===== src/rtl/panda_lutn_pkg.sv =====
// Shared mode encodings and limits for the NINP-input LUT block.
// No logic; imported by the LUT top, its edge selector and the bench.
package panda_lutn_pkg;

    typedef enum logic [1:0] {
        MODE_LEVEL  = 2'b00,
        MODE_RISE   = 2'b01,
        MODE_FALL   = 2'b10,
        MODE_EITHER = 2'b11
    } mode_e;

    localparam int NINP_MAX = 6;

endpackage


===== src/rtl/panda_lutn_if.sv =====
// Bit-bus side of the LUT block: inputs, modes, table load, stretch and result.
// No handshake; all signals are plain levels sampled on clk_i.
interface panda_lutn_if #(
    parameter int NINP      = 5,
    parameter int STRETCH_W = 16
);
    logic [NINP-1:0]      inp_i;
    logic [2*NINP-1:0]    mode_i;
    logic [(1<<NINP)-1:0] func_i;
    logic                 func_wstb_i;
    logic [STRETCH_W-1:0] stretch_i;
    logic                 out_o;

    modport master (
        output inp_i, mode_i, func_i, func_wstb_i, stretch_i,
        input  out_o
    );

    modport slave (
        input  inp_i, mode_i, func_i, func_wstb_i, stretch_i,
        output out_o
    );
endinterface


===== src/rtl/panda_lutn_edge_sel.sv =====
// Per-input source select: level, rise, fall or either-edge of one bit-bus input.
// Latency: combinational sel from current input and a one-cycle history register.
// Backpressure: none; evaluated every cycle.
module panda_lutn_edge_sel
    import panda_lutn_pkg::*;
(
    input  logic  clk_i,
    input  logic  reset_n_i,
    input  logic  arm,
    input  logic  inp,
    input  mode_e mode,
    output logic  sel
);

    logic prev;

    always_ff @(posedge clk_i or negedge reset_n_i) begin
        if (!reset_n_i) prev <= 1'b0;
        else            prev <= inp;
    end

    // Edge modes are gated until history holds a real sample, so prev=0 after reset cannot fake an edge.
    always_comb begin
        sel = 1'b0;
        case (mode)
            MODE_LEVEL:  sel = inp;
            MODE_RISE:   sel = arm & inp & ~prev;
            MODE_FALL:   sel = arm & ~inp & prev;
            MODE_EITHER: sel = arm & (inp ^ prev);
            default:     sel = 1'b0;
        endcase
    end

endmodule


===== src/rtl/panda_lutn.sv =====
// NINP-input truth-table block with strobed table load; optional pulse stretch via PANDA_LUTN_STRETCH_EN.
// Latency: 1 clk from inp_i to out_o; table loaded by func_wstb_i is used from the following edge.
// Backpressure: none; out_o updates every cycle.
module panda_lutn
    import panda_lutn_pkg::*;
#(
    parameter int NINP      = 5,
    parameter int STRETCH_W = 16
) (
    input  logic        clk_i,
    input  logic        reset_n_i,
    panda_lutn_if.slave bus
);

    localparam int TBL_W = 1 << NINP;

    logic             arm;
    logic [TBL_W-1:0] active_tbl;
    logic [NINP-1:0]  sel;
    logic             lut;
    logic             out_q;

    always_ff @(posedge clk_i or negedge reset_n_i) begin
        if (!reset_n_i) begin
            arm        <= 1'b0;
            active_tbl <= '0;
        end else begin
            arm <= 1'b1;
            if (bus.func_wstb_i) active_tbl <= bus.func_i;
        end
    end

    for (genvar k = 0; k < NINP; k++) begin : g_sel
        panda_lutn_edge_sel u_edge_sel (
            .clk_i     (clk_i),
            .reset_n_i (reset_n_i),
            .arm       (arm),
            .inp       (bus.inp_i[k]),
            .mode      (mode_e'(bus.mode_i[2*k+1 -: 2])),
            .sel       (sel[k])
        );
    end

    assign lut = active_tbl[sel];

`ifdef PANDA_LUTN_STRETCH_EN
    logic                 lut_q;
    logic [STRETCH_W-1:0] cnt;

    // cnt holds the extra high cycles still owed after the current one, hence the load of stretch-1.
    always_ff @(posedge clk_i or negedge reset_n_i) begin
        if (!reset_n_i) begin
            lut_q <= 1'b0;
            cnt   <= '0;
            out_q <= 1'b0;
        end else begin
            lut_q <= lut;
            if (lut) begin
                out_q <= 1'b1;
                if (!lut_q)
                    cnt <= (bus.stretch_i == '0) ? '0 : bus.stretch_i - STRETCH_W'(1);
            end else if (cnt != '0) begin
                out_q <= 1'b1;
                cnt   <= cnt - STRETCH_W'(1);
            end else begin
                out_q <= 1'b0;
            end
        end
    end
`else
    logic unused_stretch;
    assign unused_stretch = ^bus.stretch_i;

    always_ff @(posedge clk_i or negedge reset_n_i) begin
        if (!reset_n_i) out_q <= 1'b0;
        else            out_q <= lut;
    end
`endif

    assign bus.out_o = out_q;

endmodule


===== src/flat_wrapper.sv =====
// flat-port wrapper written by rule: the top's interface ports become plain ports
module panda_lutn_flat import panda_lutn_pkg::*;
#(
    parameter int NINP      = 5,
    parameter int STRETCH_W = 16
)
  (clk_i, reset_n_i, bus_inp_i, bus_mode_i, bus_func_i, bus_func_wstb_i, bus_stretch_i, bus_out_o);
  panda_lutn_if #(.NINP(NINP), .STRETCH_W(STRETCH_W)) bus_i ();
  input  logic clk_i;
  input  logic reset_n_i;
  input wire logic [$bits(bus_i.inp_i)-1:0] bus_inp_i;
  input wire logic [$bits(bus_i.mode_i)-1:0] bus_mode_i;
  input wire logic [$bits(bus_i.func_i)-1:0] bus_func_i;
  input wire logic [$bits(bus_i.func_wstb_i)-1:0] bus_func_wstb_i;
  input wire logic [$bits(bus_i.stretch_i)-1:0] bus_stretch_i;
  output wire logic [$bits(bus_i.out_o)-1:0] bus_out_o;
  assign bus_i.inp_i = bus_inp_i;
  assign bus_i.mode_i = bus_mode_i;
  assign bus_i.func_i = bus_func_i;
  assign bus_i.func_wstb_i = bus_func_wstb_i;
  assign bus_i.stretch_i = bus_stretch_i;
  assign bus_out_o = bus_i.out_o;
  panda_lutn #(.NINP(NINP), .STRETCH_W(STRETCH_W)) u_core (.clk_i(clk_i), .reset_n_i(reset_n_i), .bus(bus_i));
endmodule

===== config.mk =====
export PLATFORM = sky130hd
export DESIGN_NAME = panda_lutn_flat
export DESIGN_NICKNAME = d
export VERILOG_FILES = /design/src/rtl/panda_lutn_pkg.sv /design/src/rtl/panda_lutn_if.sv /design/src/rtl/panda_lutn_edge_sel.sv /design/src/rtl/panda_lutn.sv /design/src/flat_wrapper.sv
export SDC_FILE = /design/constraint.sdc
export NUM_CORES = 1
export LEC_CHECK = 0
export BUFFER_PORTS_ARGS = -buffer_cell sky130_fd_sc_hd__buf_4
export CAP_MARGIN = 20
export CORE_ASPECT_RATIO = 1.25
export CORE_MARGIN = 4
export CORE_UTILIZATION = 49
export DETAILED_ROUTE_END_ITERATION = 12
export GPL_TIMING_DRIVEN = 0
export PLACE_DENSITY = 0.79
export SLEW_MARGIN = 5
export SYNTH_ARGS = -nofsm -noshare
export SYNTH_HDL_FRONTEND = slang
export SYNTH_SLANG_ARGS = --single-unit

===== constraint.sdc =====
create_clock -name clk_i -period 2.5 [get_ports clk_i]
set_input_delay 0.125 -clock clk_i [delete_from_list [all_inputs] [get_ports clk_i]]
set_output_delay 0.125 -clock clk_i [all_outputs]
set_load 0.01 [all_outputs]

Yosys cells after proc, flatten, opt, wreduce, memory -nomap -nowiden
Index checks and enable logic that the tools add are counted.

Register bits: 39. Input bits: 66. Output and inout bits: 1. Logic and storage cells: 76.

Bitwise logic cells: 40. Muxes and demuxes: 7. Magnitude comparators: 1. Eq/ne operators: 15. Reductions and logical operators: 5.

Operators by type and width (count): $and A1 B1 Y1 (25); $eq A2 B2 Y1 const B (10); $pmux W1 S4 (5); $eq A2 B1 Y1 const B (5); $logic_not A2 Y1 (5); $not A1 Y1 (10); $lt A5 B6 Y1 const B (1); $bmux W1 S5 (1); $xor A1 B1 Y1 (5); $mux W1 (1).

Depth between registers and ports, before layout
Depth after elaboration: 6. Gate-level depth with buffers: 8. Gate-level depth less buffers: 6.

By module
A second synthesis with hierarchy kept.

Cells, all modules: 137. Area, all modules: 1840.5 um^2.

Modules (own cells, without submodules): panda_lutn (instances 1, sequential area each 850.8 um^2, area an instance 1559.0 um^2, cells an instance 112); panda_lutn_edge_sel (instances 5, sequential area each 25.0 um^2, area an instance 56.3 um^2, cells an instance 5).

Worst setup path after synthesis
Ideal clock, no wire load.

Path kind: reg2reg. Start: register u_core.arm. End: register u_core.out_q, in the netlist u_core.bus.out_o. Setup time: 0.138 ns. Buffers on the path: 2. Required time: 2.362 ns. Slack: 0.451 ns. Stages on the path, launching flop included: 9. Arrival: 1.910 ns. Clock period less this slack: 2.049 ns. Path through: dfrtp_1 buf_4 nand4b_1 and3_4 buf_6 a211o_1 o211ai_1 nand4_1 or4_1.

Longest elaborated chain between the ends: 5. Elaborated cells on any way between the ends: 32. Classes of those cells: 7 x mux; 25 x bitwise.

RTL lines: start: declaration (RTL line panda_lutn.sv:17) `logic arm;`; start signal: assignment (RTL line panda_lutn.sv:25) `arm <= 1'b0;`; start signal: assignment (RTL line panda_lutn.sv:28) `arm <= 1'b1;`; $and A1 B1 Y1 (on tied branches) (2 in series) (RTL line panda_lutn_edge_sel.sv:28, panda_lutn_edge_sel.sv:27); $pmux W1 S4 (RTL line panda_lutn_edge_sel.sv:25) `case (mode)`; $bmux W1 S5 (*) (RTL line panda_lutn.sv:44) `assign lut = active_tbl[sel];`; $mux W1 (implied by the code) (*) (RTL line panda_lutn.sv:44); named net u_core.lut (RTL line panda_lutn.sv:20) `logic lut;`; end signal: assignment (RTL line panda_lutn.sv:76) `else out_q <= lut;`; end: declaration (RTL line panda_lutn.sv:21) `logic out_q;`.

The timed path passes the listed nets; every way through them passes the cells marked *. The select of a mux whose other input is x is not followed. A chain may end at the register's enable or synchronous reset.

Worst setup path in the final report
Start: input port bus_inp_i[2]. End: register u_core.out_q, in the netlist u_core.bus.out_o.

Longest elaborated chain between the ends: 6. Elaborated cells on any way between the ends: 10. Classes of those cells: 3 x mux; 7 x bitwise.

RTL lines: start: declaration (RTL line flat_wrapper.sv:11) `input wire logic [$bits(bus_i.inp_i)-1:0] bus_inp_i;`; $not A1 Y1 (RTL line panda_lutn_edge_sel.sv:28) `MODE_FALL: sel = arm & ~inp & prev;`; $and A1 B1 Y1 (2 in series) (RTL line panda_lutn_edge_sel.sv:28); $pmux W1 S4 (*) (RTL line panda_lutn_edge_sel.sv:25); $bmux W1 S5 (*) (RTL line panda_lutn.sv:44); $mux W1 (implied by the code) (*) (RTL line panda_lutn.sv:44); named net u_core.lut (RTL line panda_lutn.sv:20).

Marks and branches as above.

==> summary.txt <==
Power
  – P_sw: 341 uW
  – Final Power: about 1400 uW
  – Clock network fraction of design power: 0.287
  – Pwr per Cell Area: 551 mW/mm^2
  – Leak Pwr: 0.00113 uW
  – Maximum vdd ir drop: 358 uV
  – Switching Fraction: 0.247
  – Cell Int Power: roughly 1000 uW
  – Comb pwr share: 0.193
  – Seq pwr share: 0.520

Logic synthesis
  – Post-Synth Simple-Gate Area: 0.155
  – Largest family of logic cells by synthesized area: multiplexers
  – Most frequent cells after synthesis: dfrtp_1 (39), mux2_2 (29), nand2_1 (12)
  – Synth cell types: 36
  – Mux share of post-synthesis cell area: 0.197
  – Syn avg cell area: 12.0 sq um
  – Synth top area share: 0.510
  – EDFF count, synth: 0
  – YS warnings: 0
  – Most frequent cell after synthesis: dfrtp_1
  – Synth Area in XOR/XNOR: 0
  – Sequential fraction of the synthesis area: 0.510
  – Synth Net Count: 226
  – Post-synthesis compound-gate area fraction: 0.0928
  – Ys flop type: dfrtp_1
  – Syn Inst Count: 160
  – Adder-cell share of the synthesized area: 0
  – Async SR Flop Fraction: 1.00
  – Synth Cell Area: 0.00191 sq mm
  – Post-synth top area cell: dfrtp_1
  – #FFs+latches synth: 39
  – Leading post-synthesis cells by cell area: dfrtp_1 (51%), mux2_2 (17%), nand4b_1 (5.0%)

Clocking
  – Clock Pin Slew Worst Setup and Hold Paths: 70 ps
  – Sink Count: 39
  – Worst skew pair latency: roughly 290 ps
  – Clock buffer count from CTS: 5
  – CTS max path bufs: 2
  – CTS tree: yes
  – Clock Root Buffer: clkbuf_8
  – H-tree Lvls: 2

Global route
  – Total gr overflow: 0
  – Global-route wire length before repair: 6820 um
  – Tot GR Track Use: 0.173
  – Initial antenna violation count: 0
  – Largest net degree at the start of global routing: 40
  – Vias in the first global route: 1576

Drt
  – Drt total wl: 3970 um
  – First DRT Iteration DRCs: 37
  – Routed vias: 1498
  – DR pass1 iterations: 4
  – DR DRC count: 0
  – Average wire per standard cell: 14.3 um
  – Vias per cell: 5.41
  – ANT nets after route: 0

Timing
  – Endpoints failing hold: 0
  – Post-route setup TNS: 0 ps
  – Final Skew: 3.63 ps
  – Relative slew slack: 0.425
  – Fin crit period: 2440 ps
  – # setup viols final: 0
  – Hold Slack: 47.8 ps
  – Fmax: 410 MHz
  – Worst-margin pin slew: 850 ps
  – RSZ-0062 raised after global routing: no
  – Max-slew violations: 0
  – Fin crit share: 0.976

Cells and area
  – Fin area: ~0.0025 sq mm
  – Antenna cells: 0
  – Share of post-route cells with drive strength above 1: 0.426
  – Layout area overhead: 31.0%
  – Nets: ~290
  – Final design utilization: 0.663

Floorplan
  – Die height: 77.9 um
  – I/O pin count: 67
  – Die W: 63.9 um
  – Initial Utilization: 0.506
  – Num rows: 25
  – Die footprint: 0.00498 sq mm
  – Core box area: 0.00378 sq mm

Critical path
  – CP cell instances: dlygate4sd3_1 -> buf_4 -> or3b_1 -> and3_4 -> buf_6 -> a211o_1 -> o211ai_1 -> nand4_1 -> or4_1
  – CP Data Arrival Time: 2590 ps
  – Req. time, crit path: 2650 ps
  – CP Class: primary input to flip-flop
  – Worst Path Max Fanout: 9
  – Setup crit start kind: primary input
  – Nature of the critical path endpoint: flip-flop
  – Crit-path max cell delay: 530 ps
  – Crit-path slowest cell: dlygate4sd3_1

Run
  – Max-capacitance violation count: 0

Min path
  – Hold Path Class: primary input to flip-flop

Placed design
  – IO buf count: 49
  – Placed inst area: 0.00235 sq mm
  – Estimated wirelength of the detail-placed design: 2970 um
  – Gpl congestion: 0.829

Status
  – Run status: finished, final reports clean
through the flow:
stage	instances	worst slack, ps
2_1_floorplan	160	451
3_3_place_gp	263	209
3_5_place_dp	263	209
4_1_cts	277	57.9
5_1_grt	277	11.8
6_report	277	60.8
final timing paths:
| check | slack [ps] | depth (start not counted) | from | endpoint |
|---|---|---|---|---|
| max | 60 | 9 | bus_inp_i[2] | u_core.bus.out_o |
| min | 50 | 3 | bus_func_i[31] | u_core.active_tbl[31] |
| max reg2reg | 170 | 8 | u_core.arm | u_core.bus.out_o |
| min reg2reg | 510 | 1 | u_core.active_tbl[5] | u_core.active_tbl[5] |
| max in group asynchronous | 1820 | 2 | reset_n_i | u_core.active_tbl[5] |
| min in group asynchronous | 340 | 2 | reset_n_i | u_core.arm |
sequential cells by signal, indices dropped and copies added, names as in the netlist:
name,flops
u_core.active_tbl,32
u_core.g_sel.u_edge_sel.prev,5
u_core.arm,1
u_core.bus.out_o,1
power groups by stage:
stage | Sequential (uW) | Clock, uW | Combinational (uW)
after detailed placement | 730 | 0 | 257
final | 718 | 397 | 266
after floorplan | 724 | 0 | 147
after CTS | 718 | 416 | 266
after global routing | 724 | 439 | 295
after global placement | 727 | 0 | 254
cells by family (layout without fill, tap and decap cells):
family,after synthesis,in the layout
compound gates,24,24
buf+inv,17,80
flops,39,39
mux,34,34
other cells,1,1
simple gates,45,45
placed cells by master (no fill, tap or decap), types with 5 or more instances in the layout:
| cell type | count |
|---|---|
| inv_1 | 9 |
| dfrtp_1 | 39 |
| mux2_2 | 29 |
| nand4b_1 | 11 |
| o21ai_0 | 6 |
| dlygate4sd3_1 | 6 |
| nand2_1 | 12 |
| mux2i_1 | 5 |
| buf_4 | 51 |
| clkbuf_1 | 5 |
| clkbuf_8 | 5 |
cell type report:
class / instances / area [sq um]
clock inverter: 1 / 5.00
multi-input combinational: 104 / 870
timing repair buffer: 56 / 435
sequential: 39 / 976
tap: 54 / 67.6
buffer: 7 / 45.0
inverter: 9 / 33.8
clock buffer: 7 / 76.3
fill: 295 / 1280
layer usage:
metal	wire [um]	vias up	share of wire	global-route usage
met5	0	-	0	0
met4	70	0	0.018	0.0670
met3	185	7	0.047	0.0405
met2	2010	33	0.51	0.297
met1	1700	738	0.43	0.206
li1	-	720	-	-
critical path: cells and delay by family:
kind | cells | cell delay (ps)
compound gates | 2 | 370
buf+inv | 3 | 780
simple gates | 4 | 1310
what timing repair did:
action	4_1_cts	5_1_grt
setup endpoints to repair	0	1
gates resized for setup	0	3
hold endpoints to repair	44	0
setup buffers	0	1
hold buffers	6	0
Power figures use the tool's default switching activity.
